<file path="src/rtl/beta_mem_pkg.sv">
// beta_mem_pkg: shared types and constants for the Beta data-memory path
package beta_mem_pkg;
    typedef enum logic [1:0] {IDLE, ACCESS, RESP, FAULT} state_e;
    localparam int WORD_BYTES = 4;
    localparam logic [1:0] ALIGN_MASK = 2'b11;
    localparam logic [31:0] DEFAULT_ADDR_LIMIT = 32'h0100_0000;
endpackage

</file>
<file path="src/rtl/mem_access_unit.sv">
// mem_access_unit: single-outstanding LD/ST initiator with alignment/range fault checks
module mem_access_unit
    import beta_mem_pkg::*;
#(
    parameter logic [31:0] ADDR_LIMIT = DEFAULT_ADDR_LIMIT,
    parameter int WAIT_CYCLES = 0
) (
    input  logic        clock,
    input  logic        reset,
    input  logic        req_valid,
    output logic        req_ready,
    input  logic        req_we,
    input  logic [31:0] req_addr,
    input  logic [31:0] req_wdata,
    output logic        rsp_valid,
    output logic [31:0] rsp_rdata,
    output logic        rsp_fault,
    output logic [31:0] mem_address,
    output logic [31:0] mem_wd,
    output logic        mem_wr,
    input  logic [31:0] mem_rd
);
    localparam logic [31:0] LAST_WORD = ADDR_LIMIT - 32'(WORD_BYTES);
    localparam logic [3:0] WAIT_INIT = 4'(WAIT_CYCLES);
    state_e state_q, state_d;
    logic [3:0] wait_q, wait_d;
    logic we_q, we_d;
    logic [31:0] addr_q, addr_d, wdata_q, wdata_d, rdata_q, rdata_d;
    logic bad;
    assign bad = (req_addr[1:0] & ALIGN_MASK) != 2'b00 || req_addr > LAST_WORD;
    // addr/wdata only latch for accepted good requests so the memory lines hold through faults
    always_comb begin
        state_d = state_q;
        wait_d  = wait_q;
        we_d    = we_q;
        addr_d  = addr_q;
        wdata_d = wdata_q;
        rdata_d = rdata_q;
        case (state_q)
            IDLE: if (req_valid) begin
                we_d    = req_we;
                state_d = bad ? FAULT : ACCESS;
                rdata_d = bad ? '0 : rdata_q;
                addr_d  = bad ? addr_q : req_addr;
                wdata_d = bad ? wdata_q : req_wdata;
                wait_d  = bad ? wait_q : WAIT_INIT;
            end
            ACCESS: begin
                state_d = wait_q == 4'd0 ? RESP : ACCESS;
                wait_d  = wait_q == 4'd0 ? 4'd0 : wait_q - 4'd1;
                rdata_d = wait_q != 4'd0 ? rdata_q : (we_q ? '0 : mem_rd);
            end
            default: state_d = IDLE;
        endcase
    end
    always_ff @(posedge clock) begin
        if (reset) begin
            state_q <= IDLE;
            wait_q  <= '0;
            we_q    <= 1'b0;
            addr_q  <= '0;
            wdata_q <= '0;
            rdata_q <= '0;
        end else begin
            state_q <= state_d;
            wait_q  <= wait_d;
            we_q    <= we_d;
            addr_q  <= addr_d;
            wdata_q <= wdata_d;
            rdata_q <= rdata_d;
        end
    end
    assign req_ready   = state_q == IDLE;
    assign rsp_valid   = state_q == RESP || state_q == FAULT;
    assign rsp_fault   = state_q == FAULT;
    assign rsp_rdata   = rdata_q;
    assign mem_address = addr_q;
    assign mem_wd      = wdata_q;
    assign mem_wr      = state_q == ACCESS && we_q && wait_q == WAIT_INIT;
endmodule
</file>
<file path="config.mk">
export PLATFORM = sky130hd
export DESIGN_NAME = mem_access_unit
export DESIGN_NICKNAME = d
export VERILOG_FILES = /design/src/rtl/beta_mem_pkg.sv /design/src/rtl/mem_access_unit.sv
export SDC_FILE = /design/constraint.sdc
export NUM_CORES = 1
export LEC_CHECK = 0
export BUFFER_PORTS_ARGS = -buffer_cell sky130_fd_sc_hd__buf_2
export CORE_MARGIN = 2
export CORE_UTILIZATION = 40
export CTS_CLUSTER_SIZE = 30
export DETAILED_ROUTE_END_ITERATION = 12
export PLACE_DENSITY = 0.74
export SKIP_LAST_GASP = 1
export SYNTH_ARGS = -nofsm -noshare
export SYNTH_HDL_FRONTEND = slang
export SYNTH_SLANG_ARGS = --single-unit
</file>
<file path="constraint.sdc">
create_clock -name clock -period 1.93 [get_ports clock]
set_input_delay 0.2895 -clock clock [delete_from_list [all_inputs] [get_ports clock]]
set_output_delay 0.2895 -clock clock [all_outputs]
set_load 0.005 [all_outputs]
</file>
; ---- Word level (Yosys, flattened, before mapping)
; Index checks and enable logic that the tools add are counted.
[op_classes]
add_sub_neg = 1
magnitude_cmp = 1
n_eq_ne = 7
mux = 13
bitwise_logic = 1
n_reduce_logical = 13
[ops]
columns = cell, n
row1 = $mux 32, 4
row2 = $pmux 32 s2, 1
row3 = $gt 32x24->1 const B, 1
row4 = $mux 4, 3
row5 = $pmux 4 s2, 1
row6 = $mux 2, 3
row7 = $ne 2x2->1 const B, 3
row8 = $reduce_and 3->1, 2
row9 = $eq 2x2->1 const B, 2
row10 = $logic_not 4->1, 1
row11 = $pmux 2 s2, 1
row12 = $reduce_and 4->1, 1
row13 = $reduce_bool 2->1, 2
row14 = $reduce_bool 4->1, 1
row15 = $sub 4x1->4 const B, 1
row16 = $eq 2x1->1 const B, 1
row17 = $logic_and 1x1->1, 2
row18 = $logic_not 2->1, 1
row19 = $logic_or 1x1->1, 2
row20 = $ne 2x1->1 const B, 1
row21 = $reduce_and 2->1, 1
row22 = $not 1->1, 1
[word_totals]
reg_bits = 103
in_bits = 100
elab_cells = 42

; ---- Longest topological paths before layout
; Gate-level depths: netlist (run 1).
[depth]
depth_word = 5
mapped_depth = 8
ltp_nobuf = 6

; ---- Least setup slack after synthesis (run 1)
; OpenSTA, ideal clock, no wires.
[synth_path]
path_kind = reg-to-reg
startpoint = register wait_q[0]
endpoint = register rdata_q[0] (netlist: rsp_rdata[0])
setup_ps = 72
arrival_ps = 1509
required_time_ps = 1858
path_slack_ps = 349
path_stages_with_launch = 9
cell_sequence = dfxtp_1 -> inv_1 -> ha_1 -> nor3b_1 -> and2_2 -> o21bai_2 -> buf_6 -> buf_12 -> mux2i_1
[synth_between]
elab_chain_len = 3
[synth_lines]
columns = element, line
row1 = start: declaration, mem_access_unit.sv:26  ; logic [3:0] wait_q, wait_d;
row2 = start signal: assignment, mem_access_unit.sv:66  ; wait_q <= wait_d;
row3 = $reduce_bool 4->1, mem_access_unit.sv:51  ; rdata_d = wait_q != 4'd0 ? rdata_q : (we_q ? '0 : mem_rd);
row4 = $ne 2x2->1 (no line), n/a
row5 = $reduce_and 4->1 (no line), n/a
row6 = end signal: assignment, mem_access_unit.sv:70  ; rdata_q <= rdata_d;
row7 = end: declaration, mem_access_unit.sv:28  ; logic [31:0] addr_q, addr_d, wdata_q, wdata_d, rdata_q, rdata_d;
; Every way passes these cells.
; A chain may end at the register's enable or synchronous reset.

; ---- Final worst setup path (run 1)
[layout_path]
startpoint = register wait_q[1]
endpoint = output port mem_wr
[layout_between]
elab_chain_len = 2
[layout_lines]
columns = element, line
row1 = $logic_not 4->1, mem_access_unit.sv:79  ; assign mem_wr = state_q == ACCESS && we_q && wait_q == WAIT_INIT;
row2 = $logic_and 1x1->1, mem_access_unit.sv:79
row3 = end: declaration, mem_access_unit.sv:20  ; output logic mem_wr,
; Every way passes these cells.

==> results.tsv, run 1 <==
metric	value	unit
status	complete, no violations	
die height	104	microns
Area growth syn-to-layout	33.1	%
#FFs+latches synth	103	
# rows	36	
Crit path largest cell delay	340	ps
dominant synthesized flop cell	dfxtp_1	
CP delay by family, top	simple AND/OR/NAND/NOR gates	
relative slew slack	74.8	%
core area	9770	sq um
clock sink count	103	
Crit path depth	6	
Hold Path Class	in2reg	
layout cell share with drive strength beyond 1	41.0	%
Die Wd	104	microns
clk_skew	6.57	ps
Area after DPL	5100	sq um
CP Class	reg2out	
synthesized area	4020	sq um
drt pass-1 iters	4	
Die ar.	10900	sq um
number of synthesized flops with an enable pin	0	
H-tree depth	3	
Reg2Reg Depth	8	
antenna violations before repair	0	
dominant cell by count in the synthesized netlist	dfxtp_1	
fin nets	681	
Initial Util	41.1	%
Routability Congestion	0.709	
Hold Slack	162	ps
Crit. End Element	output port	
clk buf depth	2	
Ports	200	
# diodes	0	
final WL	9.03	mm
vias per cell	4.57	
syn_area_per_cell	10.4	sq um
Slowest cell on crit path	dfxtp_2	
Root Driver	clkbuf_8	
CTS tree	done	
worst-margin pin slew	376	ps
Seq/Total Area, Yosys	51.3	%
post-route cell area	5350	sq um
Fin. Hold Viols	0	
Slew Viols, Final	0	
post-detail-place hpwl	6.61	mm
routed length per instance	12.6	microns
Synth Instances	385	
Worst setup SP type	register	
Filler Cells Inserted	896	
post-synthesis cell type count	35	
Peak supply drop	0.000476	V
Initial DRC Count	147	
syn nets	486	
Power Dens Cells	804	nW/um^2
pin count of the biggest net entering global routing	93	
WP data arrival	1530	ps
WHS Path Cells	3	
min-delay src	req_wdata[24]	
vias	3281	
placed instance count	701	
GR Util All Layers	16.8	%
P_leak	0.00298	uW
Port Buf Inserts	199	
worst path required time	1640	ps
Clock Latency Late Sink	350	ps
final std cells w/o fill	718	
Final min period	1820	ps
period utilization	94.2	%
number of global-route vias before repair	3317	
R2R Path Start	wait_q[0]$_SDFFE_PP0P_	
CP bufs+invs	2	
worst-path cell chain	inv_2 -> ha_4 -> nor3b_4 -> and2_4 -> and3b_1 -> buf_2	
Crit Path Max Fanout	3	
total gr overflow	0	
Antenna Violating Nets Remaining	0	
Fmax	550	MHz
Yosys top cell area share	51.3	%
Async SR Flop Fraction	0	%
TritonCTS Buffers	9	
critical path launch point	wait_q[1]$_SDFFE_PP0P_	
final number of setup-violating endpoints	0	
top post-synthesis cells by count	dfxtp_1, mux2i_1, nor2_1	
Final TNS setup	0	ps
first-pass GRT wire length	15.0	mm
top post-synthesis cells by area	dfxtp_1, mux2i_1, nor2_1, nand2b_1, nand2_1	
unrepaired setup endpoints after global routing	yes	
DR DRC count	0	
yosys warns	0	
dominant cell type by area after synthesis	dfxtp_1	
max_cap viols	0	
Clk pin slew, worst setup/hold paths	100	ps
-- layout by cell type (no fill, tap or decap), drive strengths merged --
cell,netlist,routed
inv,2,2
a31oi,1,1
or3b,1,1
nor4,3,3
and2,12,12
nor2,60,60
dfxtp,103,103
nor3b,2,2
buf,15,210
clkinv,0,4
ha,1,1
and3b,1,1
or4b,1,1
bufinv,0,2
clkbuf,11,10
a211oi,2,2
nand3,1,1
a21oi,3,3
o21a,1,1
nor2b,1,1
o21ai,2,2
nand4,1,1
nor3,2,2
nand2,34,34
o22ai,1,1
o21bai,2,2
nand2b,33,33
or2,1,1
a41oi,1,1
mux2i,87,87
-- per-stage QoR --
stage,power (uW),setup WS (ps),util (%)
3_5_place_dp,2860,132,52.1
5_1_grt,4540,2.76,54.8
4_1_cts,4370,23.7,54.6
6_report,4310,112,54.8
3_3_place_gp,2850,233,52.1
2_1_floorplan,2690,349,-
-- tightest hold or removal path, delay by kind of cell --
kind / cells / cell delay (ps)
buffers and inverters: 1 / 70
multiplexers: 1 / 50
AND/OR/NAND/NOR: 1 / 70
-- sequential cells by signal, indices dropped and copies added, names as in the netlist --
signal and count:
we_q 1, mem_wd 32, state_q 2, wait_q 4
mem_address 32, rsp_rdata 32
-- metal layers --
metal	up-vias	part of all wire (%)	track usage, %
met5	-	0	0
met1	1505	44	19.5
met4	0	1.1	5.98
li1	1655	-	-
met2	112	49	29.9
met3	9	6.1	4.14
-- repair_timing --
action | 4_1_cts | 5_1_grt
pin swaps | 1 | 2
setup endpoints to repair | 1 | 1
resized for setup | 5 | 4
hold buffers | 0 | 0
buffers inserted | 1 | 0
-- area by class of cell --
type / count / area [sq um] / area share, %
clock buffers: 10 / 138 / 2.57
clock inverters: 6 / 83.8 / 1.57
inverters: 2 / 7.51 / 0.140
multi-input cells: 254 / 1780 / 33.2
flip-flops and latches: 103 / 2060 / 38.6
well taps: 133 / 166 / 3.11
repair buffers: 210 / 1120 / 20.9
-- report_power, final --
group          leakage, uW  total (uW)  switching (uW)  internal [uW]
Combinational      0.00204         622             296            326
Clock             0.000116        1460             702            762
Sequential        0.000832        2220            39.1           2180
-- final timing paths --
kind | to | slack (ps)
setup / recovery | mem_wr | 110
hold reg to reg | mem_address[25]$_SDFFE_PP0P_ | 460
setup reg to reg | rsp_rdata[24]$_SDFFE_PP0P_ | 160
hold / removal | mem_wd[24]$_SDFFE_PP0P_ | 160
-- cell families after synthesis --
logic type,Yosys count,share of synthesized area (%)
AO/OA/AOI/OAI,13,2.18
multiplexers,87,21.7
buffers and inverters,28,5.35
AND/OR/NAND/NOR,153,19.2
flip-flops,103,51.3
adder cells (fa/ha/maj),1,0.311
No activity file was read; power rests on OpenSTA's default activity.
==> run 2: changes to the inputs <==
- PLACE_DENSITY: 0.74 -> 0.73
==> run 2 against run 1 <==
Routed wire length rose by 0.31%; via count grew 1.0%; first-iteration DRC count fell by 22%; critical path depth unchanged; global-route usage fell by 0.21 points; clock skew increased by 2.0 ps; maximum frequency about the same; count of clock-buffer cells in the layout is 1 higher; sequential power about the same; final cell count is 0.14% higher; critical endpoint unchanged.
==> results.tsv, run 2 (synthesized netlist as in run 1, its figures left out) <==
metric	value	unit	change
DR DRC count	0		unchanged
Fin. Hold Viols	0		unchanged
first-pass GRT wire length	14.9	mm	was 15.0 mm
Power Dens Cells	822	nW/um^2	was 804 nW/um^2
worst path required time	1640	ps	about the same
Antenna Violating Nets Remaining	0		unchanged
clk_skew	8.61	ps	was 6.57 ps
vias	3314		was 3281
CP Class	reg2out		unchanged
worst-path cell chain	inv_1 -> ha_4 -> nor3b_4 -> and2_4 -> and3b_1 -> buf_2		was inv_2 -> ha_4 -> nor3b_4 -> and2_4 -> and3b_1 -> buf_2
Clock Latency Late Sink	350	ps	about the same
# diodes	0		unchanged
Root Driver	clkbuf_8		unchanged
Ports	200		unchanged
Crit Path Max Fanout	3		unchanged
core area	9770	sq um	unchanged
post-detail-place hpwl	6.66	mm	was 6.61 mm
Initial Util	41.1	%	unchanged
Die ar.	10900	sq um	unchanged
P_leak	0.00299	uW	was 0.00298 uW
combinational power share	14.3	%	was 14.4%
WP data arrival	1530	ps	about the same
final WL	9.06	mm	was 9.03 mm
worst-margin pin slew	395	ps	was 376 ps
most frequent cells in the layout	buf_2, dfxtp_1, mux2i_1		unchanged
Fmax	550	MHz	about the same
clock sink count	103		unchanged
period utilization	94.2	%	about the same
Area growth syn-to-layout	33.7	%	was 33.1%
routed length per instance	12.6	microns	about the same
max_cap viols	0		unchanged
Slew Viols, Final	0		unchanged
Slowest cell on crit path	dfxtp_2		unchanged
R2R Path Start	wait_q[0]$_SDFFE_PP0P_		unchanged
final std cells w/o fill	719		was 718
sw frac	23.5	%	was 24.1%
clk buf depth	2		unchanged
min-delay src	req_wdata[27]		was req_wdata[24]
Crit path largest cell delay	330	ps	was 340 ps
fin nets	682		was 681
Crit. End Element	output port		unchanged
Die Wd	104	microns	unchanged
die height	104	microns	unchanged
Peak supply drop	0.000546	V	was 0.000476 V
placed instance count	699		was 701
layout cell share with drive strength beyond 1	40.6	%	was 41.0%
TritonCTS Buffers	9		unchanged
Int Pwr	3380	uW	was 3270 uW
unrepaired setup endpoints after global routing	no		was yes
Switch Pwr	1040	uW	about the same
Initial DRC Count	115		was 147
status	complete, no violations		unchanged
total gr overflow	0		unchanged
Final TNS setup	0	ps	unchanged
CTS tree	done		unchanged
H-tree depth	3		unchanged
commonest non-fill, non-tap cell in the layout	buf_2		unchanged
vias per cell	4.61		was 4.57
number of global-route vias before repair	3337		was 3317
Routability Congestion	0.761		was 0.709
final number of setup-violating endpoints	0		unchanged
Sequential Power Share	50.2	%	was 51.5%
Clk pin slew, worst setup/hold paths	100	ps	about the same
antenna violations before repair	0		unchanged
critical path launch point	wait_q[0]$_SDFFE_PP0P_		was wait_q[1]$_SDFFE_PP0P_
post-route cell area	5380	sq um	was 5350 sq um
Area after DPL	5080	sq um	was 5100 sq um
clock group share of total power	35.5	%	was 34.0%
Worst setup SP type	register		unchanged
Hold Path Class	in2reg		unchanged
GR Util All Layers	16.6	%	was 16.8%
Filler Cells Inserted	895		was 896
Final min period	1820	ps	about the same
# rows	36		unchanged
relative slew slack	73.5	%	was 74.8%
pin count of the biggest net entering global routing	93		unchanged
Port Buf Inserts	199		unchanged
drt pass-1 iters	4		unchanged
## run 2: cell count changes in the layout (fill, tap and decap cells not counted), sizes merged
cell,before,now
clkinv,4,1
buf,210,211
bufinv,2,3
clkbuf,10,11
clkinvlp,0,1
## run 2: worst paths after layout
check | slack (ps) | end | cells past startpoint
setup / recovery | 110 | mem_wr | 6
setup reg to reg | 120 | rsp_rdata[23]$_SDFFE_PP0P_ | 9
hold / removal | 160 | mem_wd[27]$_SDFFE_PP0P_ | 3
hold reg to reg | 470 | mem_address[24]$_SDFFE_PP0P_ | 1
## run 2: metal layers
layer	share of wire (%)	vias up	track usage, %
met3	6.8	11	4.95
met4	1.5	0	5.31
met1	42	1521	19.2
met2	49	125	29.3
met5	0	-	0
li1	-	1657	-
## run 2: cell type report
cell class / count / area, sq um / area share [%]
repair buffers: 211 / 1120 / 20.9
multi-input cells: 254 / 1780 / 33.0
clock inverters: 5 / 106 / 1.98
inverters: 2 / 7.51 / 0.140
well taps: 133 / 166 / 3.10
clock buffers: 11 / 131 / 2.44
flip-flops and latches: 103 / 2060 / 38.4
## run 2: power by group through the flow
stage          logic (uW)  clock network, uW  registers [uW]
6_report              631               1570            2220
3_3_place_gp          579                  0            2260
3_5_place_dp          592                  0            2260
4_1_cts               619               1630            2220
2_1_floorplan         426                  0            2260
5_1_grt               695               1720            2230
## run 2: repair_timing
item | CTS | global route
pin swaps | 1 | 2
cloned | 0 | 0
setup endpoints to repair | 1 | 1
hold buffers | 0 | 0
setup buffers | 2 | 2
gates resized for setup | 4 | 4
## run 2: worst max-delay path, delay by kind of cell, from the launching register on
family,cells,cell delay (ps)
adder cells (fa/ha/maj),1,130
flip-flops,1,330
AND/OR/NAND/NOR,3,510
buffers and inverters,2,210
## run 2: stage by stage
stage | hold WS, ps | util, % | worst slack (ps) | total power (uW)
6_report | 165 | 55.0 | 113 | 4420
3_5_place_dp | 446 | 52.0 | 173 | 2860
4_1_cts | 139 | 54.7 | 33.3 | 4470
5_1_grt | 137 | 55.0 | 9.35 | 4640
3_3_place_gp | 439 | 52.0 | 217 | 2840
2_1_floorplan | 426 | - | 349 | 2690
